`config.mk`:
```
export PLATFORM = sky130hd
export DESIGN_NAME = mem_stage
export DESIGN_NICKNAME = d
export VERILOG_FILES = /design/src/rtl/mem_stage.sv
export SDC_FILE = /design/constraint.sdc
export NUM_CORES = 1
export LEC_CHECK = 0
export BUFFER_PORTS_ARGS = -buffer_cell sky130_fd_sc_hd__buf_2
export CAP_MARGIN = 40
export CORE_MARGIN = 2
export CORE_UTILIZATION = 45
export CTS_CLUSTER_SIZE = 28
export DETAILED_ROUTE_END_ITERATION = 6
export GPL_TIMING_DRIVEN = 0
export MAX_ROUTING_LAYER = met4
export PLACE_DENSITY = 0.76
export SLEW_MARGIN = 10
export SYNTH_ARGS = -nofsm -noshare
export SYNTH_HDL_FRONTEND = slang
export SYNTH_SLANG_ARGS = --single-unit
```
`constraint.sdc`:
```
create_clock -name clk -period 2.4 [get_ports clk]
set_input_delay 0.12 -clock clk [delete_from_list [all_inputs] [get_ports clk]]
set_output_delay 0.12 -clock clk [all_outputs]
set_load 0.01 [all_outputs]
```
`src/rtl/mem_stage.sv`:
```
// Memory-access stage: aligns loads/stores onto a req/ack data port and
// registers the writeback bundle for the WB stage.
module mem_stage #(
  parameter int XLEN = 32
) (
  input  logic            clk,
  input  logic            rst,
  input  logic            valid_i,
  input  logic [XLEN-1:0] alu_result_i,
  input  logic [XLEN-1:0] rs2_data_i,
  input  logic [XLEN-1:0] pc_plus4_i,
  input  logic            mem_rd_i,
  input  logic            mem_wr_i,
  input  logic [2:0]      funct3_i,
  input  logic [1:0]      wb_sel_i,
  input  logic [4:0]      rd_i,
  input  logic            wb_en_i,
  input  logic [XLEN-1:0] dmem_rdata_i,
  input  logic            dmem_ack_i,
  output logic            dmem_req_o,
  output logic            dmem_we_o,
  output logic [XLEN-1:0] dmem_addr_o,
  output logic [XLEN-1:0] dmem_wdata_o,
  output logic [3:0]      dmem_be_o,
  output logic            stall_o,
  output logic            wb_valid_o,
  output logic [XLEN-1:0] wb_data_o,
  output logic [4:0]      wb_rd_o,
  output logic            wb_en_o,
  output logic            misaligned_o
);

  typedef enum logic {
    IDLE,
    ACCESS
  } state_t;

  state_t state_q, state_d;

  logic            mem_op;
  logic            is_st;
  logic            is_byte;
  logic            is_half;
  logic            misal;
  logic [1:0]      lo;
  logic [3:0]      be_n;
  logic [XLEN-1:0] wdata_n;

  logic [2:0]      f3_q;
  logic [1:0]      lo_q;
  logic [1:0]      sel_q;
  logic [4:0]      rd_q;
  logic            en_q;
  logic [XLEN-1:0] alu_q;
  logic [XLEN-1:0] pc4_q;

  logic [7:0]      byte_v;
  logic [15:0]     half_v;
  logic [XLEN-1:0] ld_val;
  logic [XLEN-1:0] acc_data;
  logic [XLEN-1:0] alu_data;

  assign lo     = alu_result_i[1:0];
  assign mem_op = valid_i & (mem_rd_i | mem_wr_i);
  assign is_st  = mem_wr_i;

  always_comb begin
    is_byte = (funct3_i == 3'b000) || (funct3_i == 3'b100);
    is_half = (funct3_i == 3'b001) || (funct3_i == 3'b101);
    misal   = 1'b0;
    unique case (1'b1)
      is_byte: misal = 1'b0;
      is_half: misal = lo[0];
      default: misal = (lo != 2'b00);
    endcase
  end

  always_comb begin
    state_d = state_q;
    stall_o = 1'b0;
    unique case (state_q)
      IDLE: begin
        if (mem_op && !misal) begin
          state_d = ACCESS;
          stall_o = 1'b1;
        end
      end
      ACCESS: begin
        stall_o = ~dmem_ack_i;
        if (dmem_ack_i) state_d = IDLE;
      end
      default: state_d = IDLE;
    endcase
  end

  // Stores replicate the datum across lanes; loads always fetch the word.
  always_comb begin
    be_n    = 4'b1111;
    wdata_n = rs2_data_i;
    if (is_st) begin
      unique case (1'b1)
        is_byte: begin
          be_n    = 4'b0001 << lo;
          wdata_n = {(XLEN/8){rs2_data_i[7:0]}};
        end
        is_half: begin
          be_n    = 4'b0011 << lo;
          wdata_n = {(XLEN/16){rs2_data_i[15:0]}};
        end
        default: ;
      endcase
    end
  end

  always_comb begin
    byte_v = dmem_rdata_i[{lo_q, 3'b000} +: 8];
    half_v = dmem_rdata_i[{lo_q[1], 4'b0000} +: 16];
    ld_val = dmem_rdata_i;
    unique case (f3_q)
      3'b000:  ld_val = {{(XLEN-8){byte_v[7]}}, byte_v};
      3'b100:  ld_val = {{(XLEN-8){1'b0}}, byte_v};
      3'b001:  ld_val = {{(XLEN-16){half_v[15]}}, half_v};
      3'b101:  ld_val = {{(XLEN-16){1'b0}}, half_v};
      default: ld_val = dmem_rdata_i;
    endcase
  end

  always_comb begin
    acc_data = alu_q;
    unique case (sel_q)
      2'b01:   acc_data = ld_val;
      2'b10:   acc_data = pc4_q;
      default: acc_data = alu_q;
    endcase
    alu_data = (wb_sel_i == 2'b10) ? pc_plus4_i : alu_result_i;
  end

  always_ff @(posedge clk) begin
    if (rst) state_q <= IDLE;
    else     state_q <= state_d;
  end

  always_ff @(posedge clk) begin
    if (rst) begin
      dmem_req_o   <= 1'b0;
      dmem_we_o    <= 1'b0;
      dmem_addr_o  <= '0;
      dmem_wdata_o <= '0;
      dmem_be_o    <= '0;
      wb_valid_o   <= 1'b0;
      wb_data_o    <= '0;
      wb_rd_o      <= '0;
      wb_en_o      <= 1'b0;
      misaligned_o <= 1'b0;
      f3_q         <= '0;
      lo_q         <= '0;
      sel_q        <= '0;
      rd_q         <= '0;
      en_q         <= 1'b0;
      alu_q        <= '0;
      pc4_q        <= '0;
    end else begin
      wb_valid_o   <= 1'b0;
      misaligned_o <= 1'b0;
      unique case (state_q)
        IDLE: begin
          if (mem_op && !misal) begin
            dmem_req_o   <= 1'b1;
            dmem_we_o    <= is_st;
            dmem_addr_o  <= {alu_result_i[XLEN-1:2], 2'b00};
            dmem_wdata_o <= wdata_n;
            dmem_be_o    <= be_n;
            f3_q         <= funct3_i;
            lo_q         <= lo;
            sel_q        <= wb_sel_i;
            rd_q         <= rd_i;
            en_q         <= wb_en_i;
            alu_q        <= alu_result_i;
            pc4_q        <= pc_plus4_i;
          end else if (mem_op) begin
            wb_valid_o   <= 1'b1;
            wb_data_o    <= '0;
            wb_rd_o      <= rd_i;
            wb_en_o      <= 1'b0;
            misaligned_o <= 1'b1;
          end else if (valid_i) begin
            wb_valid_o <= 1'b1;
            wb_data_o  <= alu_data;
            wb_rd_o    <= rd_i;
            wb_en_o    <= wb_en_i;
          end
        end
        ACCESS: begin
          if (dmem_ack_i) begin
            dmem_req_o <= 1'b0;
            dmem_we_o  <= 1'b0;
            wb_valid_o <= 1'b1;
            wb_data_o  <= acc_data;
            wb_rd_o    <= rd_q;
            wb_en_o    <= en_q & ~dmem_we_o;
          end
        end
        default: ;
      endcase
    end
  end

endmodule

```
* Word level (Yosys, flattened, before mapping)
Cells that the tools add are included.
** Operators by class
- Add/sub/neg operators :: 0
- Multipliers :: 0
- Div/mod/pow operators :: 0
- Magnitude comparators :: 0
- Equality and inequality tests :: 13
- Shifts and indexed selects :: 4
- Multiplexer cells :: 38
- Bitwise logic cells :: 6
- Reduce and logical (&&, ||, !) cells :: 11
** Operators by type and width (number)
- $mux W32 :: 6
- $pmux W32 S2 :: 3
- $pmux W32 S4 :: 1
- $shiftx A32 B6 Y16 :: 1
- $shiftx A32 B6 Y8 :: 1
- $mux W5 :: 4
- $mux W1 :: 14
- $pmux W1 S2 :: 7
- $eq A3 B3 Y1 const B :: 4
- $pmux W5 S2 :: 1
- $pmux W4 S2 :: 1
- $eq A3 B1 Y1 const B :: 2
- $logic_not A3 Y1 :: 2
- $ne A2 B2 Y1 const B :: 3
- $eq A2 B2 Y1 const B :: 2
- $mux W4 :: 1
- $reduce_and A2 Y1 :: 2
- $shl A1 B2 Y4 const A :: 1
- $shl A2 B2 Y4 const A :: 1
- $ne A3 B3 Y1 const B :: 1
- $not A1 Y1 :: 3
- $reduce_and A3 Y1 :: 1
- $reduce_or A3 Y1 :: 1
- $and A1 B1 Y1 :: 2
- other kinds (6) :: 7
** Storage, ports and cells
- Register bits :: 186
- Bits in latches :: 0
- RAM bits :: 0
- ROM bits :: 0
- Input port bits :: 145
- Memories :: 0

* Depth between registers and ports, before layout
- Word-level depth :: 7
- Gate-level depth with buffers :: 8
- Gate-level depth less buffers :: 7

* Least setup slack after synthesis
No wires, ideal clock.
- Path kind :: reg2reg
- From :: reg sel_q[0]
- To :: reg wb_data_o[3]
- Data arrival time :: 1.727 ns
- Required time :: 2.322 ns
- Slack :: 0.595 ns
- Stages on the path, launching flop included :: 9
- Path buffers :: 1
- Clock period less this slack :: 1.805 ns
- Path through :: dfxtp_1 inv_1 ha_1 and3b_1 clkbuf_1 o21ai_1 a221oi_1 nor3_1 nor3_1
** Between the ends
- Word-level cells in the longest chain between the ends :: 4
- Elaborated cells between the ends (all ways) :: 5
** RTL lines
- start: declaration :: RTL line 51 : logic [1:0] sel_q;
- start signal: assignment :: RTL line 175 : sel_q <= wb_sel_i;
- $eq A2 B2 Y1 or $eq A2 B1 Y1 (tied branches) :: RTL line 130 : unique case (sel_q)
- $pmux W32 S2 * :: RTL line 130
- $mux W32 * :: RTL line 194 : if (dmem_ack_i) begin
- $pmux W32 S2 * :: RTL line 165 : unique case (state_q)
- end signal: assignment :: RTL line 188 : wb_data_o <= alu_data;
- end signal: assignment :: RTL line 198 : wb_data_o <= acc_data;
- end: declaration :: RTL line 27 : output logic [XLEN-1:0] wb_data_o,
Mark *: on every way between the ends. The rest lies on a longest branch, timed or not. The select of a mux whose other input is x is not followed.
A chain may end at the register's enable or synchronous reset.

* Final worst setup path
- From :: reg sel_q[0]
- To :: reg wb_data_o[4]
The elaborated chain is that of the path after synthesis.

==> run summary <==
• completed — outcome
• 0 — # Max-Cap Violations
• 17200 µm² — area of the core
• 8 — logic depth of the worst path, buffers included
• 24.5% — compound-cell area share of the yosys netlist
• 3 — hold path depth
• 48 — Cell Rows
• buffers and inverters — critical path's top delay family
• 3 — Crit path buffers/inverters
• 21.3% — simple logic cell fraction of the synthesized area
• 0.316% — post-synthesis share of cell area spent on full adders, half adders and majority gates
• 137 µm — overall die width
• 154 — Synth Register Bits
• 0% — post-synthesis share of cell area spent on xor and xnor gates
• 8816 — number of global-route vias before repair
• 0 — EDFF count, synth
• 4 — maximum level of the CTS H-tree
• compound AO/OA/AOI/OAI gates — combinational family with the most area after synthesis
• 154 — TritonCTS Sinks
• 22800 µm — DP HPWL
• 0 — remaining number of nets flagged by the antenna check after routing
• 2.64 ns — data arrival time of the critical path
• sel_q[0] — launch point of the worst path
• 9363 — count of vias placed by the detailed router
• 0 — Remaining Overflow, GRT
• 33.6% — total track usage
• sky130_fd_sc_hd__nand2_1, sky130_fd_sc_hd__dfxtp_1, sky130_fd_sc_hd__a21oi_1 — leading post-synthesis cells by instance count
• 0 — number of hold violations in the final report
• sky130_fd_sc_hd__dfxtp_1, sky130_fd_sc_hd__nand2_1, sky130_fd_sc_hd__a21oi_1, sky130_fd_sc_hd__mux2i_1, sky130_fd_sc_hd__nor2_1 — leading cell types by total area after synthesis
• 0 — fin. max-slew vios
• 0.06 ns — Clock Pin Slew Worst Setup and Hold Paths
• 251 — buffers added on ports
• 5 — number of iterations in the first detailed-routing pass
• 31.2% — Max transition margin
• in2reg — Hold Path Class
• 2 — CTS Buffer Depth
• 17 — TritonCTS buffer count
• 64.0% — fin util
• 1050 — number of instances in the synthesized netlist
• 0.00709 ns — setup skew after layout
• 548 µV — peak supply drop
• 18.9 µm — Wirelength per Cell
• sky130_fd_sc_hd__nand2_1 — cell with the most instances after synthesis
• alu_result_i[0] — Hold Path Origin
• 95.2% — crit share post-route
• sky130_fd_sc_hd__clkbuf_16 — root buf cell
• sky130_fd_sc_hd__nor3_1 — most used cell along the critical path
• 2.75 ns — required time of the worst setup path
• 17 — pin count of the biggest net entering global routing
• 7.55 µm² — mean instance size in the synthesized netlist
• 0% — fraction of registers with async set or reset after synthesis
• 18700 µm² — area of the die
• 0.43 ns — later-pin clock latency in the skew report
• 0 — final setup fails
• 7930 µm² — cell area after synthesis
• 0.0341 ns — pre-CTS WS
• 0 — final routed DRC violation total
• flop — crit path capture type
• 0.438 GHz — Max Fclk
• inv_1, ha_1, inv_2, clkbuf_1, a31oi_1, o22ai_1, nor3_1, nor3_1 — series of cell instances along the critical path
• 10 — highest fanout seen on the critical path
• 8 — count of cells along the worst register-to-register path
• 31100 µm — WL final
• 2 — initial antenna violation count
• 0.115 ns — final worst-path setup slack
• 0 ns — aggregate negative setup slack
• sel_q[0] — Reg2Reg Launch Point
• sky130_fd_sc_hd__dfxtp_1 — leading register cell type out of synthesis
• 937 — Initial DRC Count
• reg2reg — critical path class
• 44 — count of cell types in the netlist
• 1.03 ns — Tightest Pin Transition
• 0.00471 µW — cell leakage power
• 0 — yosys synthesis warning count
• 137 µm — Die Span Y
• 38.9% — sequential area share after synthesis
• flop — startpoint class of the critical path
• sky130_fd_sc_hd__dfxtp_1 — leading area contributor after synthesis
• 39.0% — signed area change from the synthesized netlist to the final layout
• 5.67 — Vias per Instance
• no — setup repair after global routing missed its margin
• 38.9% — share of the synthesized area in the top cell type
• 27.1% — share of final-layout standard cells stronger than drive strength 1
• 0 — total setup buffers inserted after CTS
• 7210 µW — post-layout total power
• 5.96% — multiplexer area fraction after synthesis
• 2.29 ns — minimum clock period
• 654 nW/µm² — total power divided by cell area
• 256 — IO Pins
• 46.0% — starting utilization of the core area
• 46800 µm — first-pass GRT wire length
• 0.55 ns — Largest stage delay, worst path
• 0.980 — GP Congestion
• sky130_fd_sc_hd__clkbuf_1 — slowest stage cell, crit path
• 1557 — Layout Nets
• built — clock tree from TritonCTS
• 0.0107 ns — Hold Slack
==> flip-flops by register name (all words and copies together), names as in the netlist <==
name	count
dmem_wdata_o	32
pc4_q	32
wb_data_o	32
alu_q	31
rd_q	5
wb_rd_o	5
dmem_be_o	4
f3_q	3
sel_q	2
dmem_req_o	1
dmem_we_o	1
en_q	1
lo_q	1
misaligned_o	1
state_q	1
wb_en_o	1
wb_valid_o	1
==> per-stage QoR <==
step,cell area [µm²],instances
after floorplan,7940,1051
after global placement,9470,1527
after detailed placement,9470,1527
after CTS,11000,1647
after global routing,11000,1649
final,11000,1650
==> final timing paths <==
check | endpoint | slack (ns)
worst max-delay path | wb_data_o[4] | 0.11
worst min-delay path | lo_q[0] | 0.01
worst max register to register | wb_data_o[4] | 0.11
worst min register to register | dmem_wdata_o[0] | 0.45
==> cells by family after synthesis <==
| kind of cell | count (synthesis) |
|---|---|
| AND/OR/NAND/NOR | 419 |
| flip-flops | 154 |
| buffers and inverters | 138 |
| AO/OA/AOI/OAI | 289 |
| other | 1 |
| adder cells (fa/ha/maj) | 2 |
| multiplexers | 47 |
==> layout make-up <==
cell class / count / area [µm²]
diodes: 3 / 7.51
plain buffers: 123 / 662
multi-input cells: 759 / 4150
repair buffers: 340 / 2150
fillers: 1531 / 6210
well taps: 225 / 282
clock buffers: 20 / 467
clock inverters: 11 / 169
inverters: 15 / 56.3
flip-flops and latches: 154 / 3080
==> worst register-to-register path: cells and delay by family (launching register included) <==
| family | cells | cell delay, ns |
|---|---|---|
| buffers and inverters | 3 | 0.80 |
| DFF | 1 | 0.38 |
| adders and majority gates | 1 | 0.38 |
| AOI/OAI and AO/OA | 2 | 0.36 |
| and+or+nand+nor | 2 | 0.28 |
==> layout by cell type (no fill, tap or decap), types with 3 or more instances in the layout <==
master and n:
sky130_fd_sc_hd__clkbuf_1 46, sky130_fd_sc_hd__nor3_1 29, sky130_fd_sc_hd__dfxtp_1 154, sky130_fd_sc_hd__o22ai_1 20
sky130_fd_sc_hd__a311oi_1 24, sky130_fd_sc_hd__dlygate4sd3_1 89, sky130_fd_sc_hd__and2_1 5, sky130_fd_sc_hd__nor2b_1 13
sky130_fd_sc_hd__clkbuf_16 17, sky130_fd_sc_hd__buf_2 284, sky130_fd_sc_hd__inv_1 13, sky130_fd_sc_hd__nand2b_1 5
sky130_fd_sc_hd__a211oi_1 17, sky130_fd_sc_hd__buf_4 40, sky130_fd_sc_hd__bufinv_16 4, sky130_fd_sc_hd__o221ai_1 9
sky130_fd_sc_hd__a311oi_2 10, sky130_fd_sc_hd__a221oi_1 4, sky130_fd_sc_hd__nor2_1 113, sky130_fd_sc_hd__nand2_1 246
sky130_fd_sc_hd__o2111ai_1 7, sky130_fd_sc_hd__o211ai_1 3, sky130_fd_sc_hd__diode_2 3, sky130_fd_sc_hd__o21ai_0 29
sky130_fd_sc_hd__o21ai_1 5, sky130_fd_sc_hd__mux2i_1 45, sky130_fd_sc_hd__clkinvlp_4 4, sky130_fd_sc_hd__clkbuf_8 3
sky130_fd_sc_hd__a221oi_2 3, sky130_fd_sc_hd__o221ai_2 10, sky130_fd_sc_hd__a21oi_1 132, sky130_fd_sc_hd__a31oi_1 9
==> report_power, final <==
group	leakage, µW	internal, µW	switching (µW)
clock	0.000300	1820	1120
combinational	0.00315	587	855
sequential	0.00126	2720	108
total	0.00471	5120	2090
==> layer usage <==
layer	GRT usage [%]	routed length, µm
met3	6.63	3290
met2	53.9	14600
met1	41.7	12300
met5	-	0
met4	13.5	872
==> timing repair <==
action,4_1_cts,5_1_grt
hold endpoints to repair,88,0
resized for setup,0,5
endpoints found under the setup margin,0,3
hold buffers,89,0
Note: power is estimated with default switching activity, not from simulation.
